### src/rtl/stall_result_sink_if.sv
// Handshake bundle between the arithmetic pipeline/consumer and stall_result_sink.
// STALL_RESULT_SINK_STATS_EN adds the stall_cycles/results_total statistics outputs.
interface stall_result_sink_if #(
  parameter int DATA_W = 16,
  parameter int DEPTH  = 4
);
  localparam int CNT_W = $clog2(DEPTH + 1);

  logic              in_valid;
  logic [DATA_W-1:0] res_in;
  logic              stall;
  logic              out_valid;
  logic [DATA_W-1:0] out_data;
  logic              out_ready;
  logic [CNT_W-1:0]  count;

`ifdef STALL_RESULT_SINK_STATS_EN
  logic [15:0]       stall_cycles;
  logic [15:0]       results_total;

  modport master (
    input  in_valid, res_in, out_ready,
    output stall, out_valid, out_data, count, stall_cycles, results_total
  );
  modport slave (
    output in_valid, res_in, out_ready,
    input  stall, out_valid, out_data, count, stall_cycles, results_total
  );
`else
  modport master (
    input  in_valid, res_in, out_ready,
    output stall, out_valid, out_data, count
  );
  modport slave (
    output in_valid, res_in, out_ready,
    input  stall, out_valid, out_data, count
  );
`endif
endinterface

### src/rtl/stall_result_sink.sv
// Result sink for a stall-gated pipeline: tracks valid slots, captures results into a
// show-ahead FIFO and raises stall when full. STALL_RESULT_SINK_STATS_EN enables stats.
module stall_result_sink #(
  parameter int DATA_W = 16,
  parameter int LAT    = 3,
  parameter int DEPTH  = 4
) (
  input  logic                 clk,
  input  logic                 rst,
  stall_result_sink_if.master  bus
);
  localparam int PTR_W = (DEPTH > 1) ? $clog2(DEPTH) : 1;
  localparam int CNT_W = $clog2(DEPTH + 1);

  logic [LAT-1:0]    vpipe_q, vpipe_d, vpipe_shift;
  logic [PTR_W-1:0]  rd_ptr_q, rd_ptr_d;
  logic [PTR_W-1:0]  wr_ptr_q, wr_ptr_d;
  logic [CNT_W-1:0]  count_q, count_d;
  logic [DATA_W-1:0] out_data_q, out_data_d;
  logic [DATA_W-1:0] mem_q [DEPTH];

  logic stall;
  logic push;
  logic pop;

  assign stall = (count_q == CNT_W'(DEPTH));
  assign push  = vpipe_q[LAT-1] & ~stall;
  assign pop   = (count_q != '0) & bus.out_ready;

  generate
    if (LAT == 1) begin : g_vpipe_single
      assign vpipe_shift = bus.in_valid;
    end else begin : g_vpipe_multi
      assign vpipe_shift = {vpipe_q[LAT-2:0], bus.in_valid};
    end
  endgenerate

  always_comb begin
    vpipe_d    = vpipe_q;
    wr_ptr_d   = wr_ptr_q;
    rd_ptr_d   = rd_ptr_q;
    count_d    = count_q;
    out_data_d = out_data_q;

    if (!stall) begin
      vpipe_d = vpipe_shift;
    end
    if (push) begin
      wr_ptr_d = wr_ptr_q + PTR_W'(1);
    end
    if (pop) begin
      rd_ptr_d = rd_ptr_q + PTR_W'(1);
    end

    case ({push, pop})
      2'b10:   count_d = count_q + CNT_W'(1);
      2'b01:   count_d = count_q - CNT_W'(1);
      default: count_d = count_q;
    endcase

    // Head register: forward res_in when this edge writes the slot that becomes the head.
    if (count_d == '0) begin
      out_data_d = '0;
    end else if (push && (wr_ptr_q == rd_ptr_d)) begin
      out_data_d = bus.res_in;
    end else begin
      out_data_d = mem_q[rd_ptr_d];
    end
  end

  always_ff @(posedge clk or negedge rst) begin
    if (!rst) begin
      vpipe_q    <= '0;
      rd_ptr_q   <= '0;
      wr_ptr_q   <= '0;
      count_q    <= '0;
      out_data_q <= '0;
    end else begin
      vpipe_q    <= vpipe_d;
      rd_ptr_q   <= rd_ptr_d;
      wr_ptr_q   <= wr_ptr_d;
      count_q    <= count_d;
      out_data_q <= out_data_d;
    end
  end

  // Storage needs no reset; occupancy alone decides what is visible.
  always_ff @(posedge clk) begin
    if (push) begin
      mem_q[wr_ptr_q] <= bus.res_in;
    end
  end

  assign bus.stall     = stall;
  assign bus.out_valid = (count_q != '0);
  assign bus.out_data  = out_data_q;
  assign bus.count     = count_q;

`ifdef STALL_RESULT_SINK_STATS_EN
  logic [15:0] stall_cycles_q, stall_cycles_d;
  logic [15:0] results_total_q, results_total_d;

  always_comb begin
    stall_cycles_d  = stall_cycles_q;
    results_total_d = results_total_q;
    if (stall && (stall_cycles_q != 16'hFFFF)) begin
      stall_cycles_d = stall_cycles_q + 16'd1;
    end
    if (push) begin
      results_total_d = results_total_q + 16'd1;
    end
  end

  always_ff @(posedge clk or negedge rst) begin
    if (!rst) begin
      stall_cycles_q  <= '0;
      results_total_q <= '0;
    end else begin
      stall_cycles_q  <= stall_cycles_d;
      results_total_q <= results_total_d;
    end
  end

  assign bus.stall_cycles  = stall_cycles_q;
  assign bus.results_total = results_total_q;
`endif
endmodule

### src/flat_wrapper.sv
// flat-port wrapper written by rule: the top's interface ports become plain ports
module stall_result_sink_flat 
#(
  parameter int DATA_W = 16,
  parameter int LAT    = 3,
  parameter int DEPTH  = 4
)
  (clk, rst, bus_in_valid, bus_res_in, bus_out_ready, bus_stall, bus_out_valid, bus_out_data, bus_count);
  stall_result_sink_if #(.DATA_W(DATA_W), .DEPTH(DEPTH)) bus_i ();
  input  logic clk;
  input  logic rst;
  input wire logic [$bits(bus_i.in_valid)-1:0] bus_in_valid;
  input wire logic [$bits(bus_i.res_in)-1:0] bus_res_in;
  input wire logic [$bits(bus_i.out_ready)-1:0] bus_out_ready;
  output wire logic [$bits(bus_i.stall)-1:0] bus_stall;
  output wire logic [$bits(bus_i.out_valid)-1:0] bus_out_valid;
  output wire logic [$bits(bus_i.out_data)-1:0] bus_out_data;
  output wire logic [$bits(bus_i.count)-1:0] bus_count;
  assign bus_i.in_valid = bus_in_valid;
  assign bus_i.res_in = bus_res_in;
  assign bus_i.out_ready = bus_out_ready;
  assign bus_stall = bus_i.stall;
  assign bus_out_valid = bus_i.out_valid;
  assign bus_out_data = bus_i.out_data;
  assign bus_count = bus_i.count;
  stall_result_sink #(.DATA_W(DATA_W), .LAT(LAT), .DEPTH(DEPTH)) u_core (.clk(clk), .rst(rst), .bus(bus_i));
endmodule
### config.mk
export PLATFORM = sky130hd
export DESIGN_NAME = stall_result_sink_flat
export DESIGN_NICKNAME = d
export VERILOG_FILES = /design/src/rtl/stall_result_sink_if.sv /design/src/rtl/stall_result_sink.sv /design/src/flat_wrapper.sv
export SDC_FILE = /design/constraint.sdc
export NUM_CORES = 1
export LEC_CHECK = 0
export BUFFER_PORTS_ARGS = -buffer_cell sky130_fd_sc_hd__buf_2
export CAP_MARGIN = 10
export CORE_ASPECT_RATIO = 1.25
export CORE_MARGIN = 2
export CORE_UTILIZATION = 60
export DETAILED_ROUTE_END_ITERATION = 6
export GPL_TIMING_DRIVEN = 0
export PLACE_DENSITY = 0.81
export SETUP_SLACK_MARGIN = 0.3
export SYNTH_ARGS = -nofsm -noshare
export SYNTH_HDL_FRONTEND = slang
export SYNTH_SLANG_ARGS = --single-unit
### constraint.sdc
create_clock -name clk -period 4.6 [get_ports clk]
set_clock_uncertainty 0.05 [all_clocks]
set_input_delay 0.46 -clock clk [delete_from_list [all_inputs] [get_ports clk]]
set_output_delay 0.46 -clock clk [all_outputs]
set_load 0.05 [all_outputs]
# After elaboration in Yosys (flattened, before gate mapping)
# Memory sizes are Yosys's and may differ from the RTL's.
# Index checks and enable logic that the tools add are counted.
[classes]
addsub = 4
eq_ne = 4
mux = 6
bitwise_logic = 3
reduce_logical = 3
[op_table]
columns = ["operator", "n"]
rows = [
  ["16-bit two-way mux", 2],
  ["3-bit case mux with 2 select lines", 1],
  ["2-bit by 1-bit adder with 2-bit output, second input constant", 2],
  ["3-bit by 1-bit adder with 3-bit output, second input constant", 1],
  ["3-bit equality test, second input constant", 1],
  ["3-bit zero test", 1],
  ["3-bit nonzero test", 1],
  ["3-bit by 1-bit subtractor with 3-bit output, second input constant", 1],
  ["1-bit AND", 2],
  ["2-bit by 1-bit equality test with 1-bit output, second input constant", 1],
  ["2-bit equality test", 1],
  ["2-bit equality test, second input constant", 1],
  ["1-bit two-way mux", 2],
  ["2-bit two-way mux", 1],
  ["1-bit logical AND", 1],
  ["1-bit NOT", 1],
]
[totals]
ff_bits = 26
mem_bits_rw = 64
in_bits = 20
word_cells = 26
mem_count = 1
[mem_list]
columns = ["name", "words", "word_bits", "read_ports", "rd_ports_with_merged_regs", "write_ports", "line", "rtl"]
rows = [
  ["u_core.mem_q", 4, 16, 1, 0, 1, "stall_result_sink.sv:20", "logic [DATA_W-1:0] mem_q [DEPTH];"],
]

# Depth between registers and ports, before layout
# Gate-level depths: netlist (run 1).
[logic_depth]
word_depth = 7
ltp_mapped = 13

# Worst setup path before layout (run 1)
# Ideal clock, no wire load.
[synth_path]
path_type = "register to register"
from = "register u_core.count_q[2], in the netlist u_core.bus.count[2]"
to = "register u_core.out_data_q[10], in the netlist u_core.bus.out_data[10]"
t_arrival_ps = 3742
required_ps = 4408
path_slack_ps = 666
path_stages_with_launch = 14
path_buffers = 2
synth_period_minus_slack_ps = 3934
cell_sequence = "dfrtp_1 > nor3b_2 > nor2b_1 > clkbuf_1 > inv_1 > ha_1 > inv_1 > fa_1 > xor2_1 > nor2_1 > xor2_1 > nor3_1 > clkbuf_1 > a211oi_1"
[synth_between]
elab_chain_cells = 7
word_cells_on_any_way = 17
[synth_rtl]
columns = ["item", "line", "rtl"]
rows = [
  ["from (decl)", "stall_result_sink.sv:18", "logic [CNT_W-1:0] count_q, count_d;"],
  ["from (signal assigned)", "stall_result_sink.sv:82", "count_q <= count_d;"],
  ["3-bit equality test (*)", "stall_result_sink.sv:26", "assign stall = (count_q == CNT_W'(DEPTH));"],
  ["net bus_stall", "flat_wrapper.sv:15", "output wire logic [$bits(bus_i.stall)-1:0] bus_stall;"],
  ["1-bit NOT (*)", "stall_result_sink.sv:27", "assign push = vpipe_q[LAT-1] & ~stall;"],
  ["1-bit AND (*)", "stall_result_sink.sv:27", ""],
  ["2-bit by 1-bit equality test with 1-bit output / 2-bit equality test (equally long branches)", "stall_result_sink.sv:55", "case ({push, pop})"],
  ["3-bit case mux with 2 select lines (*)", "stall_result_sink.sv:55", ""],
  ["net u_core.count_d[2]", "stall_result_sink.sv:18", ""],
  ["3-bit zero test (*)", "stall_result_sink.sv:62", "if (count_d == '0) begin"],
  ["16-bit two-way mux (*)", "stall_result_sink.sv:62", ""],
  ["net u_core.out_data_d[10]", "stall_result_sink.sv:19", "logic [DATA_W-1:0] out_data_q, out_data_d;"],
  ["to (signal assigned)", "stall_result_sink.sv:83", "out_data_q <= out_data_d;"],
  ["to (decl)", "stall_result_sink.sv:19", ""],
]
# The timed path passes the listed nets; every way through them passes the cells marked *.
# A chain may end at the register's enable or synchronous reset.

# Worst setup path after layout (run 1)
[layout_path]
from = "register u_core.count_q[2], in the netlist u_core.bus.count[2]"
to = "register u_core.out_data_q[4], in the netlist u_core.bus.out_data[4]"
[layout_between]
elab_chain_cells = 7
word_cells_on_any_way = 17
[layout_rtl]
columns = ["item", "line"]
rows = [
  ["3-bit equality test", "stall_result_sink.sv:26"],
  ["1-bit NOT", "stall_result_sink.sv:27"],
  ["1-bit AND", "stall_result_sink.sv:27"],
  ["2-bit by 1-bit equality test with 1-bit output / 2-bit equality test (equally long branches)", "stall_result_sink.sv:55"],
  ["3-bit case mux with 2 select lines (*)", "stall_result_sink.sv:55"],
  ["net u_core.count_d[2]", "stall_result_sink.sv:18"],
  ["3-bit zero test (*)", "stall_result_sink.sv:62"],
  ["16-bit two-way mux (*)", "stall_result_sink.sv:62"],
  ["net u_core.out_data_d[4]", "stall_result_sink.sv:19"],
]
# Marks and branches as above.

==> run metrics, run 1 <==
status=finished clean; chip width=79.10 um; Finished Core Util=a little under 70%; Post-synth EDFFs=64; Synth cell types=28; clock-pin slew on the worst setup and hold paths=0.09 ns; leakage dissipation=1.927 nW; worst-path fanout max=10; Setup CP Type=reg -> reg; Port Buffers=40; synthesized instance count=262; number of warnings issued by yosys=0; Critical Path Sink Type=register; die area=7742 sq um; synthesis-stage register bit count=90; GRT overflow=0; top cells by area, synth=edfxtp_1 45%, dfrtp_1 15%, mux2i_1 15%; CTS buffer count=9; TritonRoute pass-1 iters=4; Pwr Density=779.0 nW/um^2; Fin Setup TNS=0 ns; CP Cell Sequence=nor3b_2 -> nor2b_1 -> clkbuf_1 -> inv_1 -> ha_1 -> inv_1 -> fa_1 -> xor2_1 -> nor2_1 -> xor2_1 -> nor3_1 -> clkbuf_1 -> a211oi_1; initial antenna violation count=0; Inserted Diodes=0; CTS root buf=clkbuf_8; post-CTS setup buffer count=0; layout cells sized above 1=29.25%; slowest stage delay, CP=0.83 ns; Worst Path Required=4.75 ns; period utilization=a little over four fifths; Post-synth ARST share=28.89%; top cells by count, synth=65 x mux2i_1, 64 x edfxtp_1, 26 x dfrtp_1; Initial Util=61.38%; Top FF cell, synth=edfxtp_1; Area Overhead vs Synth=12.39%; largest net degree at the start of global routing=27; Die H=between 90 and 100 um; CP max stage cell=nor3_1; latest clock arrival within the worst-skew pair=roughly 0.35 ns; critical path's top delay family=simple AND/OR/NAND/NOR gates; first-pass GRT wire length=12.72 mm; most frequent cell after synthesis=mux2i_1; WP data arrival=4.03 ns; drt total wl=8.074 mm; Remaining DRCs=0; # setup viols final=0; vias in the first global route=2550; row count=34; post-synthesis sequential area ratio=60.81%; Slew @ Worst Pin=1.079 ns; Core Area=6892 sq um; multi-input logic area=1521 sq um; Worst VDD drop=565.0 uV; DR vias=~2400; gp weighted congestion=0.7680; hold_ws=approximately 0.057 ns; max-slew violations=0; Top Ports=41; TritonCTS clock tree=built; Yosys top cell by area=edfxtp_1; fmax=roughly 260 MHz; Synth top area share=a little under half; Final HPWL DP=between 5 and 6 mm; Relative slew margins=27.51%; Hold WC Path Type=in -> async; htree depth=3; Vias/cell=5.914; Avg Cell Area, Syn=between 15 and 20 sq um; WP buf/inv=4; # clock sinks=90; CP Launch Type=register; Final Hold Viols=0; post-route ant nets=0; wire per inst=19.79 um; Fillers=491; min Tclk post-route=3.884 ns; clk buf depth=2; nets=339; RSZ-0062 raised after global routing=false; Max Cap Violations=0; Total GRT Usage=a little under a quarter; register area=between 2000 and 3000 sq um; DRT iter0 DRCs=173; hold_buf cts=0; Synth Net Count=288; mapped cell area=4230 sq um; Resized cells post-CTS=0
-- final timing paths --
| check | startpoint | to | slack [ns] | cells after the start |
|---|---|---|---|---|
| setup / recovery | u_core.bus.count[2] | u_core.bus.out_data[4] | 0.72 | 13 |
| hold / removal | rst | u_core.bus.out_data[11] | 0.06 | 1 |
| setup reg to reg | u_core.bus.count[2] | u_core.bus.out_data[4] | 0.72 | 13 |
| hold reg to reg | u_core.vpipe_q[1] | u_core.vpipe_q[2] | 0.46 | 1 |
| max in group asynchronous | rst | u_core.bus.out_data[6] | 4.03 | 1 |
| min in group clk | bus_res_in[10] | u_core.mem_q[3][10] | 0.28 | 1 |
-- stage by stage --
step                      total power [mW]  instances  setup slack (ns)  cell area, sq um
after floorplan                      2.729        262            0.6660              4230
after detailed placement             3.169        392            0.7711              4543
final                                3.704        408            0.7165              4755
after CTS                            3.725        408            0.7542              4755
after global routing                 3.892        408            0.4967              4755
after global placement               3.123        392            0.7385              4543
-- registers in the layout, indices dropped and copies added (netlist names) --
register and flops:
u_core.bus.count 3, u_core.wr_ptr_q 2, u_core.rd_ptr_q 2, u_core.vpipe_q 3, u_core.mem_q 64, u_core.bus.out_data 16
-- power by group --
group	internal [mW]	switching [mW]	total, mW
Combinational	0.705	1.14	1.85
Sequential	1.18	0.121	1.30
Clock	0.283	0.276	0.559
Total	2.17	1.54	3.70
-- cell families after synthesis --
group / Yosys count / synth area share (%)
flops: 90 / 60.81
xor+xnor: 7 / 1.449
compound gates: 19 / 4.111
buf+inv: 24 / 3.224
mux: 84 / 24.70
simple gates: 32 / 3.756
fa+ha+maj: 6 / 1.952
-- cells in the final DEF (no fill, tap or decap), drive strengths merged --
| cell | instances |
|---|---|
| clkbuf | 15 |
| inv | 8 |
| o41ai | 1 |
| and4 | 1 |
| clkinv | 2 |
| dfrtp | 26 |
| o21ai | 1 |
| buf | 53 |
| clkinvlp | 1 |
| nor2b | 1 |
| mux2i | 65 |
| mux4 | 16 |
| nor2 | 17 |
| nor3 | 2 |
| and2 | 4 |
| or3 | 1 |
| mux2 | 3 |
| fa | 1 |
| nand2 | 3 |
| edfxtp | 64 |
| xor2 | 3 |
| a211oi | 16 |
| xnor2 | 4 |
| nor4 | 2 |
| bufinv | 1 |
| ha | 5 |
| nor3b | 1 |
| o31ai | 1 |
-- metal layers --
| metal | vias up | GRT usage, % | routed length (um) |
|---|---|---|---|
| met3 | 22 | 3.512 | 340 |
| li1 | 1109 | - | - |
| met1 | 1210 | 27.17 | 3243 |
| met5 | - | 0 | 0 |
| met2 | 72 | 38.46 | 4232 |
| met4 | 0 | 13.26 | 258 |
-- area by class of cell --
| cell class | instances | area share, % |
|---|---|---|
| Inverter | 7 | 0.5526 |
| Sequential cell | 90 | 54.11 |
| Timing Repair Buffer | 40 | 4.211 |
| Clock buffer | 11 | 3.184 |
| Multi-Input combinational cell | 148 | 32.00 |
| Tap cell | 90 | 2.368 |
| Clock inverter | 5 | 1.263 |
| Buffer | 17 | 2.316 |
No activity file was read; power rests on OpenSTA's default activity.
==> run 2: changes to the inputs <==
Settings changed: CORE_UTILIZATION 60 to 53, PLACE_DENSITY 0.81 to 0.75.
Clock period 4.6 ns to 3.4 ns, I/O delays scaled along.
==> run 2 against run 1 <==
First-iteration DRC count up 55%. Setup slack worse by 0.26 ns. Critical path depth unchanged. Register-to-register slack worse by 0.26 ns. Hold slack better by 0.10 ns. Clock power up 45%. Largest power group unchanged. Highest routed layer unchanged.
==> run metrics, run 2 (synthesis gave the netlist of run 1 again) <==
commonest non-fill, non-tap cell in the layout=mux2i_1; reg2reg start=u_core.bus.count[0]; chip width=83.91 um; drt total wl=8.390 mm; die area=8717 sq um; Initial Util=54.29%; Fillers=about 570; gp weighted congestion=0.7665; Fin Setup TNS=0 ns; P_sw=about 2.1 mW; max-slew violations=0; layout cells sized above 1=32.40%; Max Cap Violations=0; Logic pwr share=51.1%; register share of total power=33.6%; DP Worst Slack=0.2048 ns; most frequent cells in the layout=65 x mux2i_1, 64 x edfxtp_1, 44 x buf_2, 23 x dfrtp_1, 17 x nor2_1; # setup viols final=0; WP data arrival=3.13 ns; Core Area=7792 sq um; Hold WC Path Type=in -> reg; Worst R2R End=u_core.bus.out_data[13]; R2R Setup Slk=0.46 ns; DR vias=around 2400; Top Ports=about 40; initial antenna violation count=0; Placed Cells=roughly 400; Port Buffers=40; # clock sinks=90; first-pass GRT wire length=between 10 and 15 mm; Most flops, register=u_core.mem_q; Pwr Density=1083 nW/um^2; hold_ws=0.1605 ns; clock share of power=15.4%; Int Pwr=3.116 mW; Final Hold Viols=0; leakage dissipation=~2.0 nW; Critical Path Sink Type=register; Worst Hold Depth=1; largest net degree at the start of global routing=27; Die H=103.9 um; nets=between 300 and 400; Setup CP Type=reg -> reg; Worst Hold Launch=bus_res_in[10]; TritonRoute pass-1 iters=4; period utilization=86.48%; htree depth=3; clock-pin slew on the worst setup and hold paths=about 0.080 ns; Area Overhead vs Synth=14.82%; Inserted Diodes=0; Remaining DRCs=0; wire per inst=20.17 um; RSZ-0062 raised after global routing=false; CTS buffer count=9; Total GRT Usage=about a fifth; GRT overflow=0; max reg flops=64; row count=36; min Tclk post-route=between 2 and 3 ns; TritonCTS clock tree=built; fmax=340.1 MHz; DRT iter0 DRCs=approximately 270; Slew @ Worst Pin=between 0.9 and 1 ns; CTS root buf=clkbuf_8; Final Non-Filler Cells=416; CP Launch Type=register; register area=2576 sq um; latest clock arrival within the worst-skew pair=0.36 ns; Vias/cell=5.798; post-route ant nets=0; Final HPWL DP=5.501 mm; vias in the first global route=2604; WHS Endpoint=u_core.mem_q[2][10]; sw frac=40.77%; multi-input logic area=around 1600 sq um; clk buf depth=2; worst-path fanout max=10; status=finished clean; R2R depth=13; Worst Path Required=3.59 ns; Setup WS post-layout=0.4596 ns; Worst VDD drop=826.1 uV; Relative slew margins=36.15%
run 2: changes by cell type in the layout (fill, tap and decap cells not counted), sizes merged:
| cell | previous run | this run |
|---|---|---|
| buf | 53 | 55 |
| bufinv | 1 | 2 |
| clkbuf | 15 | 18 |
| clkinv | 2 | 0 |
| clkinvlp | 1 | 0 |
| dlygate4sd3 | 0 | 1 |
| inv | 8 | 7 |
run 2: what timing repair did:
action / CTS / global route
hold buffers: 1 / 0
setup buffers: 0 / 2
pin swaps: 0 / 1
gates resized for setup: 1 / 0
endpoints found under the hold margin: 26 / 0
setup endpoints to repair: 10 / 10
run 2: critical path, cell delays in order, from the launching register on:
cell	delay (ns)
dfrtp_2	0.48
nor3b_4	0.30
nor2b_1	0.08
clkbuf_4	0.20
inv_2	0.08
ha_4	0.14
inv_2	0.04
fa_2	0.33
xor2_1	0.17
nor2_1	0.12
xor2_1	0.28
nor3_4	0.08
clkbuf_8	0.19
a211oi_1	0.28
run 2: stage by stage:
step	power, mW	instance area, sq um	utilization (%)
CTS	5.268	4842	62.14
global placement	4.342	4603	59.07
detailed placement	4.433	4603	59.07
floorplan	3.796	4284	-
finish	5.261	4857	62.33
global route	5.533	4857	62.33
run 2: layout make-up:
class | count | area share (%)
Clock buffer | 14 | 3.349
Timing Repair Buffer | 43 | 4.637
Inverter | 7 | 0.5410
Buffer | 17 | 2.550
Multi-Input combinational cell | 148 | 32.20
Clock inverter | 2 | 1.236
Sequential cell | 90 | 53.04
Tap cell | 95 | 2.447
run 2: power by group through the flow:
stage	Clock, mW	Sequential [mW]	Combinational [mW]
after detailed placement	0	1.79	2.64
after CTS	0.825	1.77	2.67
after global routing	0.874	1.81	2.85
after floorplan	0	2.17	1.63
final	0.808	1.77	2.69
after global placement	0	1.77	2.57
run 2: worst max-delay path by stage:
stage,startpoint,end,slack [ns]
after detailed placement,u_core.bus.count[1],u_core.bus.out_data[13],0.20
final,u_core.bus.count[0],u_core.bus.out_data[13],0.46
after global routing,u_core.bus.count[0],u_core.bus.out_data[13],0.31
after CTS,u_core.bus.count[0],u_core.bus.out_data[13],0.37
after floorplan,u_core.bus.count[2],u_core.bus.out_data[10],0.19
after global placement,u_core.bus.count[1],u_core.bus.out_data[13],0.25
run 2: metal layers:
layer | part of all wire (%) | GRT usage (%)
met1 | 41 | 25.83
met3 | 4.3 | 4.444
met4 | 1.8 | 7.488
met5 | 0 | 0
met2 | 53 | 35.66
==> run 3: changes to the inputs <==
Settings changed: PLACE_DENSITY 0.75 to 0.73.
==> run 3 against run 2 <==
Hold slack worse by 0.014 ns. Count of clock-buffer cells in the layout is 5 lower. Die area stayed put. Cell count is 0.48% higher. Critical endpoint is now u_core.bus.out_data[6].
==> run metrics, run 3 (synthesis gave the netlist of run 1 again) <==
status=finished clean; min Tclk post-route=2.990 ns; clk buf depth=2; Placed Area=4603 sq um; DR vias=2422; max reg flops=64; fmax=334.4 MHz; leakage dissipation=1.951 nW; Initial Util=54.29%; Area Overhead vs Synth=14.67%; Final Non-Filler Cells=between 400 and 500; layout cells sized above 1=33.44%; wire per inst=~20 um; Final HPWL DP=5.154 mm; Most flops, register=u_core.mem_q; DRT iter0 DRCs=86; Setup CP Type=reg -> reg; WP data arrival=3.18 ns; fin area=approximately 4900 sq um; Inserted Diodes=0; commonest non-fill, non-tap cell in the layout=mux2i_1; register area=2576 sq um; Remaining DRCs=0; Final Hold Viols=0; CP Launch Type=register; first-pass GRT wire length=12.98 mm; Pwr Density=1074 nW/um^2; Worst Hold Depth=1; worst-path fanout max=10; Port Buffers=40; CTS buffer count=9; latest clock arrival within the worst-skew pair=roughly 0.37 ns; die area=8717 sq um; chip width=83.91 um; CTS root buf=clkbuf_8; TritonCTS clock tree=built; Core Area=7792 sq um; initial antenna violation count=0; Fillers=606; gp weighted congestion=0.7862; # clock sinks=90; Fin Setup TNS=0 ns; R2R depth=13; multi-input logic area=1572 sq um; # setup viols final=0; Hold WC Path Type=in -> reg; largest net degree at the start of global routing=27; drt total wl=8.283 mm; Worst Path Required=3.59 ns; Placed Cells=397; period utilization=just under 90%; GRT overflow=0; Die H=103.9 um; Slew @ Worst Pin=0.9421 ns; post-route ant nets=0; clock-pin slew on the worst setup and hold paths=0.09 ns; nets=about 340; hold_ws=between 0.1 and 0.15 ns; max-slew violations=0; vias in the first global route=2494; RSZ-0062 raised after global routing=false; Critical Path Sink Type=register; htree depth=3; Top Ports=between 40 and 50; most frequent cells in the layout=65 x mux2i_1, 64 x edfxtp_1, 44 x buf_2, 23 x dfrtp_1, 17 x nor2_1; row count=36; Relative slew margins=37.19%; Tot Pwr=5.212 mW; Vias/cell=5.794; Max Cap Violations=0; Total GRT Usage=20.20%; Worst VDD drop=765.4 uV; TritonRoute pass-1 iters=4
==> run 3: routing by layer <==
layer | share of wire, % | track usage (%) | up-vias
met1 | 42 | 24.86 | 1230
li1 | - | - | 1118
met2 | 52 | 34.34 | 65
met3 | 4.2 | 4.444 | 9
met5 | 0 | 0 | -
met4 | 1.4 | 8.641 | 0
==> run 3: power by group <==
group | internal (mW) | switching, mW | total (mW) | leakage, nW
Clock | 0.337 | 0.389 | 0.726 | 0.0905
Sequential | 1.60 | 0.170 | 1.77 | 0.890
Combinational | 1.09 | 1.62 | 2.72 | 0.970
==> run 3: what timing repair did <==
action                                  CTS  global route
setup buffers                             0             4
endpoints found under the setup margin   10            10
pin swaps                                 0             1
hold buffers                              1             0
resized for setup                         1             1
hold endpoints to repair                 26             0
==> run 3: final cells by class <==
class	instances	area share, %
buffer	17	2.554
clock buffer	9	2.554
clock inverter	7	1.444
inverter	7	0.5417
multi-input combinational	148	32.40
sequential	90	53.11
tap	95	2.450
timing repair buffer	45	4.952
==> run 3: final timing paths <==
check                               startpoint                 endpoint  slack (ns)
max                        u_core.bus.count[0]   u_core.bus.out_data[6]        0.41
min                             bus_res_in[12]      u_core.mem_q[0][12]        0.15
max reg2reg                u_core.bus.count[0]   u_core.bus.out_data[6]        0.41
min reg2reg                  u_core.vpipe_q[0]        u_core.vpipe_q[1]        0.45
max in group asynchronous                  rst      u_core.bus.count[2]        2.38
min in group asynchronous                  rst  u_core.bus.out_data[12]        0.47
==> run 3: critical path, cell delays in order (launching register included) <==
cell	delay, ns
dfrtp_2	0.48
nor3b_4	0.30
nor2b_1	0.08
clkbuf_4	0.19
inv_2	0.08
ha_4	0.14
inv_2	0.03
fa_2	0.32
xor2_1	0.16
nor2_1	0.18
xor2_2	0.24
nor3_4	0.09
clkbuf_8	0.19
a211oi_1	0.31
==> run 3: stage by stage <==
stage / utilization [%] / worst slack [ns]
after CTS: 61.77 / 0.3022
final: 62.25 / 0.4097
after global routing: 62.25 / 0.3246
after floorplan: - / 0.1851
after detailed placement: 59.07 / 0.1398
after global placement: 59.07 / 0.1820
